===== src/rtl/vec_intr_ctrl.sv =====
// vec_intr_ctrl: vectored priority interrupt controller.
//
// Collects N_SRC request lines, applies per-source masking and edge/level
// mode, and presents the highest-priority eligible request (index 0 highest)
// to the CPU as intr plus a vector number. Sources in service are tracked in
// INSVC, and only a strictly higher priority source may nest.
//
// Ports:
//   clk        system clock, rising edge
//   clr        synchronous active-high reset
//   irq        raw source requests, synchronous to clk
//   we         register write strobe
//   addr       register select: 0 MASK, 1 MODE, 2 PEND, 3 INSVC (write = EOI)
//   wdata      register write data
//   rdata      registered read data of reg[addr] (1-cycle latency)
//   intr       interrupt request to CPU
//   inta       one-cycle acknowledge pulse from CPU
//   vec        vector of the request being presented
//   dbg_state  current FSM state (0 IDLE, 1 REQ)
//
// Handshake: intr acts as "valid" and inta as "ready". Once intr rises, intr
// and vec hold unchanged until the cycle in which inta=1 is sampled. That cycle
// completes the transfer, and intr drops on the same edge. inta outside REQ
// is ignored.
module vec_intr_ctrl #(
  parameter int N_SRC = 8,
  parameter int VEC_W = 3
) (
  input  logic             clk,
  input  logic             clr,
  input  logic [N_SRC-1:0] irq,
  input  logic             we,
  input  logic [1:0]       addr,
  input  logic [N_SRC-1:0] wdata,
  output logic [N_SRC-1:0] rdata,
  output logic             intr,
  input  logic             inta,
  output logic [VEC_W-1:0] vec,
  output logic             dbg_state
);

  typedef enum logic {IDLE = 1'b0, REQ = 1'b1} state_t;

  state_t           state;
  logic [N_SRC-1:0] irq_q;
  logic [N_SRC-1:0] mask;
  logic [N_SRC-1:0] mode;
  logic [N_SRC-1:0] pend_e;   // latched edge requests; meaningful only where mode=1
  logic [N_SRC-1:0] insvc;

  logic [N_SRC-1:0] pend;
  logic [N_SRC-1:0] rise;
  logic [N_SRC-1:0] w1c;
  logic [N_SRC-1:0] eoi;
  logic [N_SRC-1:0] ack_set;
  logic [N_SRC-1:0] eligible;
  logic             ack;
  logic             blocked;
  logic             any_elig;
  logic [VEC_W-1:0] pick;

  // Level bits follow the input register directly, so level and edge sources
  // share the same request-to-intr latency.
  assign pend    = (mode & pend_e) | (~mode & irq_q);
  assign rise    = irq & ~irq_q;
  assign w1c     = (we && addr == 2'd2) ? wdata : '0;
  assign eoi     = (we && addr == 2'd3) ? wdata : '0;
  assign ack     = (state == REQ) && inta;
  assign ack_set = ack ? ({{(N_SRC-1){1'b0}}, 1'b1} << vec) : '0;

  assign dbg_state = (state == REQ);

  // A source is eligible only if no source of equal or higher priority is in
  // service; the running OR of insvc implements "index < ceiling".
  always_comb begin
    blocked  = 1'b0;
    eligible = '0;
    for (int i = 0; i < N_SRC; i++) begin
      blocked     = blocked | insvc[i];
      eligible[i] = pend[i] & mask[i] & ~blocked;
    end
  end

  // Lowest set index wins; scanning downward lets the lowest index overwrite.
  always_comb begin
    any_elig = |eligible;
    pick     = '0;
    for (int i = N_SRC - 1; i >= 0; i--) begin
      if (eligible[i]) pick = VEC_W'(i);
    end
  end

  // Register file, input register and read port.
  always_ff @(posedge clk) begin
    if (clr) begin
      irq_q  <= '0;
      mask   <= '0;
      mode   <= '0;
      pend_e <= '0;
      insvc  <= '0;
      rdata  <= '0;
    end else begin
      irq_q <= irq;
      if (we && addr == 2'd0) mask <= wdata;
      if (we && addr == 2'd1) mode <= wdata;
      // A new rising edge outranks both W1C and acknowledge clears.
      pend_e <= mode & ((pend_e & ~w1c & ~ack_set) | rise);
      // Acknowledge outranks a simultaneous EOI of the same bit.
      insvc  <= (insvc & ~eoi) | ack_set;
      case (addr)
        2'd0:    rdata <= mask;
        2'd1:    rdata <= mode;
        2'd2:    rdata <= pend;
        default: rdata <= insvc;
      endcase
    end
  end

  // Request FSM; vec and intr are frozen for the whole REQ state.
  always_ff @(posedge clk) begin
    if (clr) begin
      state <= IDLE;
      intr  <= 1'b0;
      vec   <= '0;
    end else begin
      case (state)
        IDLE: begin
          if (any_elig) begin
            vec   <= pick;
            intr  <= 1'b1;
            state <= REQ;
          end else begin
            intr <= 1'b0;
          end
        end
        default: begin
          if (inta) begin
            intr  <= 1'b0;
            state <= IDLE;
          end
        end
      endcase
    end
  end

endmodule


===== config.mk =====
export PLATFORM = sky130hd
export DESIGN_NAME = vec_intr_ctrl
export DESIGN_NICKNAME = d
export VERILOG_FILES = /design/src/rtl/vec_intr_ctrl.sv
export SDC_FILE = /design/constraint.sdc
export NUM_CORES = 1
export LEC_CHECK = 0
export ABC_AREA = 0
export BUFFER_PORTS_ARGS = -buffer_cell sky130_fd_sc_hd__buf_2
export CAP_MARGIN = 25
export CORE_ASPECT_RATIO = 1.2
export CORE_UTILIZATION = 60
export DETAILED_ROUTE_END_ITERATION = 10
export PLACE_DENSITY = 0.83
export SETUP_SLACK_MARGIN = 0.05
export SLEW_MARGIN = 20
export SYNTH_ARGS = -nofsm -noshare
export SYNTH_HDL_FRONTEND = slang
export SYNTH_SLANG_ARGS = --single-unit
export TNS_END_PERCENT = 50

===== constraint.sdc =====
create_clock -name clk -period 3.4 [get_ports clk]
set_input_delay 0.51 -clock clk [delete_from_list [all_inputs] [get_ports clk]]
set_output_delay 0.51 -clock clk [all_outputs]
set_load 0.01 [all_outputs]

==> flow_summary.ini, run 1 <==
[worst_setup_path]
path_max_fanout = 5
endpoint_kind = register
reg2reg_slack_ns = 1.39
cp_data_required_time_ns = 3.63
crit_arrival_ns = 2.24
path_class = reg2reg
start_kind = register

[place]
place_congestion = 0.893
dp_hpwl_um = 3840
dp_slack_ns = 1.17
portBuffers = 34
placed_area_mm2 = 0.00260

[floorplanning]
rows = 24
die_x_um = 59.8
dieArea_mm2 = 0.00427
core-area_mm2 = 0.00372
start_util = 0.647
num_io_pins = 35
die_h_um = 71.4

[run_status]
status = finished clean

[clock_network]
postCtsSetupRepairBufs = 0
clock_sinks = 53
htreeDepth = 2
root_buffer = clkbuf_8
hold_buffers = 0
worstSkewPairLatency_ns = 0.31
cts_tree = done
postCtsResizedCells = 0
clockBufferDepth = 2
path_clk_slew_ns = 0.09
numCtsBuffers = 5

[cells_and_area]
nFillCells = 325
final_cell_mix = 53 x dfxtp_1, 43 x nand2_1, 35 x nor2_1, 34 x buf_2, 19 x mux2i_1
multi_input_area_mm2 = 0.00125
drive_above_1_share = 0.182
nNetsFinal = 328
seq_area_mm2 = 0.00106
layout_commonest_cell = dfxtp_1
finish.instance_area_mm2 = 0.00269
antenna_cells = 0
area_growth_pct = 11.6

[global_route]
gr-total-overflow = 0
grt_pass1_vias = 1993
globalRouteTotalUtil = 0.291
grt_pass1_wl_um = 9330
grt_max_degree = 55
antenna_found_initial = 0

[yosys]
syn_nets = 299
syn_area_mm2 = 0.00241
syn_area_per_cell_um2 = 8.70
syn_inst = 277
synth_cell_types = 38
yosys_register_bits = 53
ys_warn_count = 0
seq_area_frac_synth = 0.441

[routing]
ant_nets = 0
wirelength_um = 5510
vias_per_cell = 5.84
drt_iter0_markers = 141
wl_per_cell_um = 15.4
via_count = 2096
drt_first_pass_iters = 4
drc = 0

[timing]
setup_tns_ns = 0
rsz0062_at_grt = false
fmax_mhz = 497
setup_ws_ns = 1.39
worst_pin_slew_ns = 0.973
slew_headroom = 0.351
hold_viol = 0
final-setup-viol-count = 0
post-route-period-util = 0.592
period_minus_slack_ns = 2.01
clock_skew_ns = 0.00605
slew_violations = 0

[pwr]
vdd_ir_drop_max_mv = 0.365
p_leak_nw = 1.07
total_power_mw = 1.15
power_density_mw_per_mm2 = 427

[hold_path]
min_path_type = in2reg

[job]
maxCapViolations = 0
==> worst max-delay path, cell delays in order (launching register included) <==
cell and delay, ns:
dfxtp_1 0.37, or4_4 0.56, or3b_1 0.40, nand4_1 0.18, o31ai_1 0.17, a221oi_2 0.25
==> through the flow <==
step	utilization	instances	hold WS, ns
finish	0.722	359	0.424
global route	0.722	359	0.428
CTS	0.722	359	0.413
detailed placement	0.699	351	0.475
global placement	0.699	351	0.464
floorplan	-	277	0.449
==> cell type report <==
type                       count  area share
inverter                      14      0.0195
multi-input combinational    197       0.463
sequential                    53       0.395
clock buffer                   5      0.0256
timing repair buffer          35      0.0661
tap                           52      0.0242
clock inverter                 3     0.00651
==> power breakdown <==
| part | switching [mW] | internal (mW) |
|---|---|---|
| clock network | 0.208 | 0.142 |
| logic | 0.0780 | 0.0593 |
| registers | 0.0160 | 0.643 |
==> sequential cells by signal, summed over array words and instances, names as in the netlist <==
name / count
vec: 3
pend_e: 8
dbg_state: 1
mask: 8
irq_q: 8
mode: 8
intr: 1
insvc: 8
rdata: 8
==> worst paths after layout <==
path / endpoint / startpoint / cells past startpoint
setup / recovery: vec[1] / insvc[1] / 5
hold / removal: irq_q[3] / irq[3] / 2
setup reg to reg: vec[1] / insvc[1] / 5
hold reg to reg: insvc[7] / insvc[7] / 2
==> synthesized netlist by cell type <==
cell | n | area, um^2
a2111oi_4 | 1 | 27.5
a211oi_1 | 3 | 22.5
a21oi_1 | 16 | 80.1
a221oi_1 | 1 | 8.76
a221oi_2 | 1 | 15.0
a2bb2oi_1 | 1 | 8.76
a31o_2 | 1 | 8.76
a31oi_1 | 1 | 6.26
a32oi_1 | 8 | 70.1
and2_1 | 1 | 6.26
and3_1 | 2 | 12.5
buf_1 | 2 | 7.51
clkbuf_1 | 11 | 41.3
dfxtp_1 | 53 | 1060
inv_1 | 14 | 52.6
mux2_2 | 5 | 56.3
mux2i_1 | 19 | 190
mux4_2 | 2 | 45.0
nand2_1 | 43 | 161
nand2b_1 | 3 | 18.8
nand3_1 | 4 | 20.0
nand3b_1 | 4 | 30.0
nand4_1 | 1 | 6.26
nor2_1 | 35 | 131
nor2b_1 | 16 | 100
nor3_1 | 1 | 5.00
nor3_2 | 1 | 10.0
nor3b_1 | 9 | 67.6
nor4_1 | 5 | 31.3
o2111ai_1 | 1 | 8.76
o21ai_0 | 2 | 10.0
o21ai_1 | 1 | 5.00
o22a_1 | 4 | 35.0
o31ai_1 | 1 | 7.51
o41ai_1 | 1 | 8.76
or3_4 | 1 | 11.3
or3b_1 | 1 | 8.76
or4_4 | 1 | 11.3
==> cells by family after synthesis <==
family          share of synthesized area
compound gates                      0.134
flops                               0.441
mux                                 0.121
buf+inv                            0.0421
simple gates                        0.262
==> per-layer routing <==
metal,up-vias,track usage,part of all wire
met2,69,0.458,0.48
met5,-,0,0
met1,1000,0.389,0.45
met3,10,0.0542,0.054
li1,1017,-,-
met4,0,0.119,0.021
Note: power is estimated with default switching activity, not from simulation.
==> run 2, diff against run 1 <==
--- a/config.mk
+++ b/config.mk
@@ -9,9 +9,9 @@
 export BUFFER_PORTS_ARGS = -buffer_cell sky130_fd_sc_hd__buf_2
 export CAP_MARGIN = 25
 export CORE_ASPECT_RATIO = 1.2
-export CORE_UTILIZATION = 60
+export CORE_UTILIZATION = 51
 export DETAILED_ROUTE_END_ITERATION = 10
-export PLACE_DENSITY = 0.83
+export PLACE_DENSITY = 0.75
 export SETUP_SLACK_MARGIN = 0.05
 export SLEW_MARGIN = 20
 export SYNTH_ARGS = -nofsm -noshare
==> constraint.sdc (replaced) <==
create_clock -name clk -period 1.7 [get_ports clk]
set_input_delay 0.255 -clock clk [delete_from_list [all_inputs] [get_ports clk]]
set_output_delay 0.255 -clock clk [all_outputs]
set_load 0.01 [all_outputs]
==> flow_summary.ini, run 2 (synthesis results as in run 1) <==
[worst_setup_path]
r2r_cells = 5
r2r-start = insvc[3]
start_kind = register
cp_data_required_time_ns = 1.92
reg2reg_slack_ns = -0.15
crit_path_cell_trace = or4_4 -> or3_4 -> nor3_4 -> o21ai_1 -> a221oi_2
crit_arrival_ns = 2.07
crit_end = vec[2]
critical-path-max-stage-delay_ns = 0.53
cpMaxStageDelayCell = or4_4
startpoint = insvc[3]
path_max_fanout = 3
endpoint_kind = register
r2r_end = vec[2]
path_class = reg2reg

[pwr]
p_comb_frac = 0.139
p_sw_mw = 0.591
seqPwrFrac = 0.558
swShare = 0.251
total_power_mw = 2.35
intPower_mw = 1.76
power_density_mw_per_mm2 = 801
vdd_ir_drop_max_mv = 0.498
p_leak_nw = 1.21
pwr-share-clk = 0.303

[cells_and_area]
final_cell_mix = 51 x dfxtp_1, 43 x nand2_1, 35 x nor2_1, 34 x buf_2, 26 x buf_4
layout_commonest_cell = dfxtp_1
post-route-util = 0.644
nFillCells = 399
drive_above_1_share = 0.256
antenna_cells = 0
nNetsFinal = 354
area_growth_pct = 21.9

[floorplanning]
die_x_um = 64.7
rows = 27
start_util = 0.528
core-area_mm2 = 0.00456
num_io_pins = 35
dieArea_mm2 = 0.00500
die_h_um = 77.3

[global_route]
grt_pass1_vias = 2128
globalRouteTotalUtil = 0.254
gr-total-overflow = 0
grt_pass1_wl_um = 9750
grt_max_degree = 24
antenna_found_initial = 0

[routing]
ant_nets = 0
drt_first_pass_iters = 4
vias_per_cell = 5.50
drt_iter0_markers = 137
wirelength_um = 5880
via_count = 2144
wl_per_cell_um = 15.1
drc = 0

[timing]
worst_pin_slew_ns = 0.347
clock_skew_ns = 0.00325
post-route-period-util = 1.09
final-setup-viol-count = 5
setup_ws_ns = -0.146
setup_tns_ns = -0.526
period_minus_slack_ns = 1.85
slew_headroom = 0.768
hold_viol = 0
slew_violations = 0
fmax_mhz = 542
rsz0062_at_grt = true

[place]
place_congestion = 0.915
portBuffers = 34
dp_hpwl_um = 4380

[run_status]
violations = negative setup slack
status = finished with violations

[clock_network]
path_clk_slew_ns = 0.09
cts_tree = done
htreeDepth = 2
root_buffer = clkbuf_8
numCtsBuffers = 5
clockBufferDepth = 2
clock_sinks = 53
worstSkewPairLatency_ns = 0.30

[job]
maxCapViolations = 0

[hold_path]
min_path_type = in2reg
## run 2: power groups by stage
stage / Sequential (mW) / Clock (mW) / Combinational [mW]
after floorplan: 1.35 / 0 / 0.178
after global placement: 1.34 / 0 / 0.310
after detailed placement: 1.34 / 0 / 0.316
after CTS: 1.31 / 0.726 / 0.320
after global routing: 1.32 / 0.775 / 0.357
final: 1.31 / 0.714 / 0.327
## run 2: worst min path at each step
stage,start,to,slack (ns),cells past startpoint
floorplan,irq[0],irq_q[0],0.38,1
global placement,insvc[7],insvc[7],0.47,2
detailed placement,insvc[7],insvc[7],0.47,2
CTS,irq[5],irq_q[5],0.17,2
global route,irq[5],irq_q[5],0.18,2
finish,irq[5],irq_q[5],0.18,2
## run 2: critical path: cells and delay by family (launching register included)
kind	cells	cell delay, ns
simple gates	3	1.09
flops	1	0.33
compound gates	2	0.35
## run 2: layout make-up
cell class | instances | area, um^2 | area share
Inverter | 14 | 52.6 | 0.0179
Timing Repair Buffer | 61 | 385 | 0.131
Sequential cell | 53 | 1060 | 0.362
Multi-Input combinational cell | 197 | 1270 | 0.434
Clock buffer | 7 | 86.3 | 0.0294
Tap cell | 58 | 72.6 | 0.0247
## run 2: per-layer routing
| metal | up-vias | wire length (um) | GRT usage | share of wire |
|---|---|---|---|---|
| li1 | 1066 | - | - | - |
| met3 | 13 | 241 | 0.0446 | 0.041 |
| met2 | 55 | 2980 | 0.436 | 0.51 |
| met5 | - | 0 | 0 | 0 |
| met1 | 1010 | 2540 | 0.302 | 0.43 |
| met4 | 0 | 119 | 0.113 | 0.020 |
## run 2: per-stage QoR
stage | std cells | setup WS [ns] | instance area (um^2) | hold WS (ns)
floorplan | 277 | -0.0912 | 2420 | 0.383
global placement | 382 | -0.113 | 2820 | 0.466
detailed placement | 382 | -0.156 | 2820 | 0.466
CTS | 390 | -0.173 | 2920 | 0.173
global route | 390 | -0.226 | 2940 | 0.178
finish | 390 | -0.146 | 2940 | 0.180
## run 2: what timing repair did
| item | CTS | global route |
|---|---|---|
| buffers inserted | 1 | 0 |
| hold buffers | 0 | 0 |
| setup endpoints to repair | 5 | 5 |
| gates resized for setup | 1 | 4 |
| pin swaps | 3 | 1 |
| hold endpoints to repair | 0 | 0 |
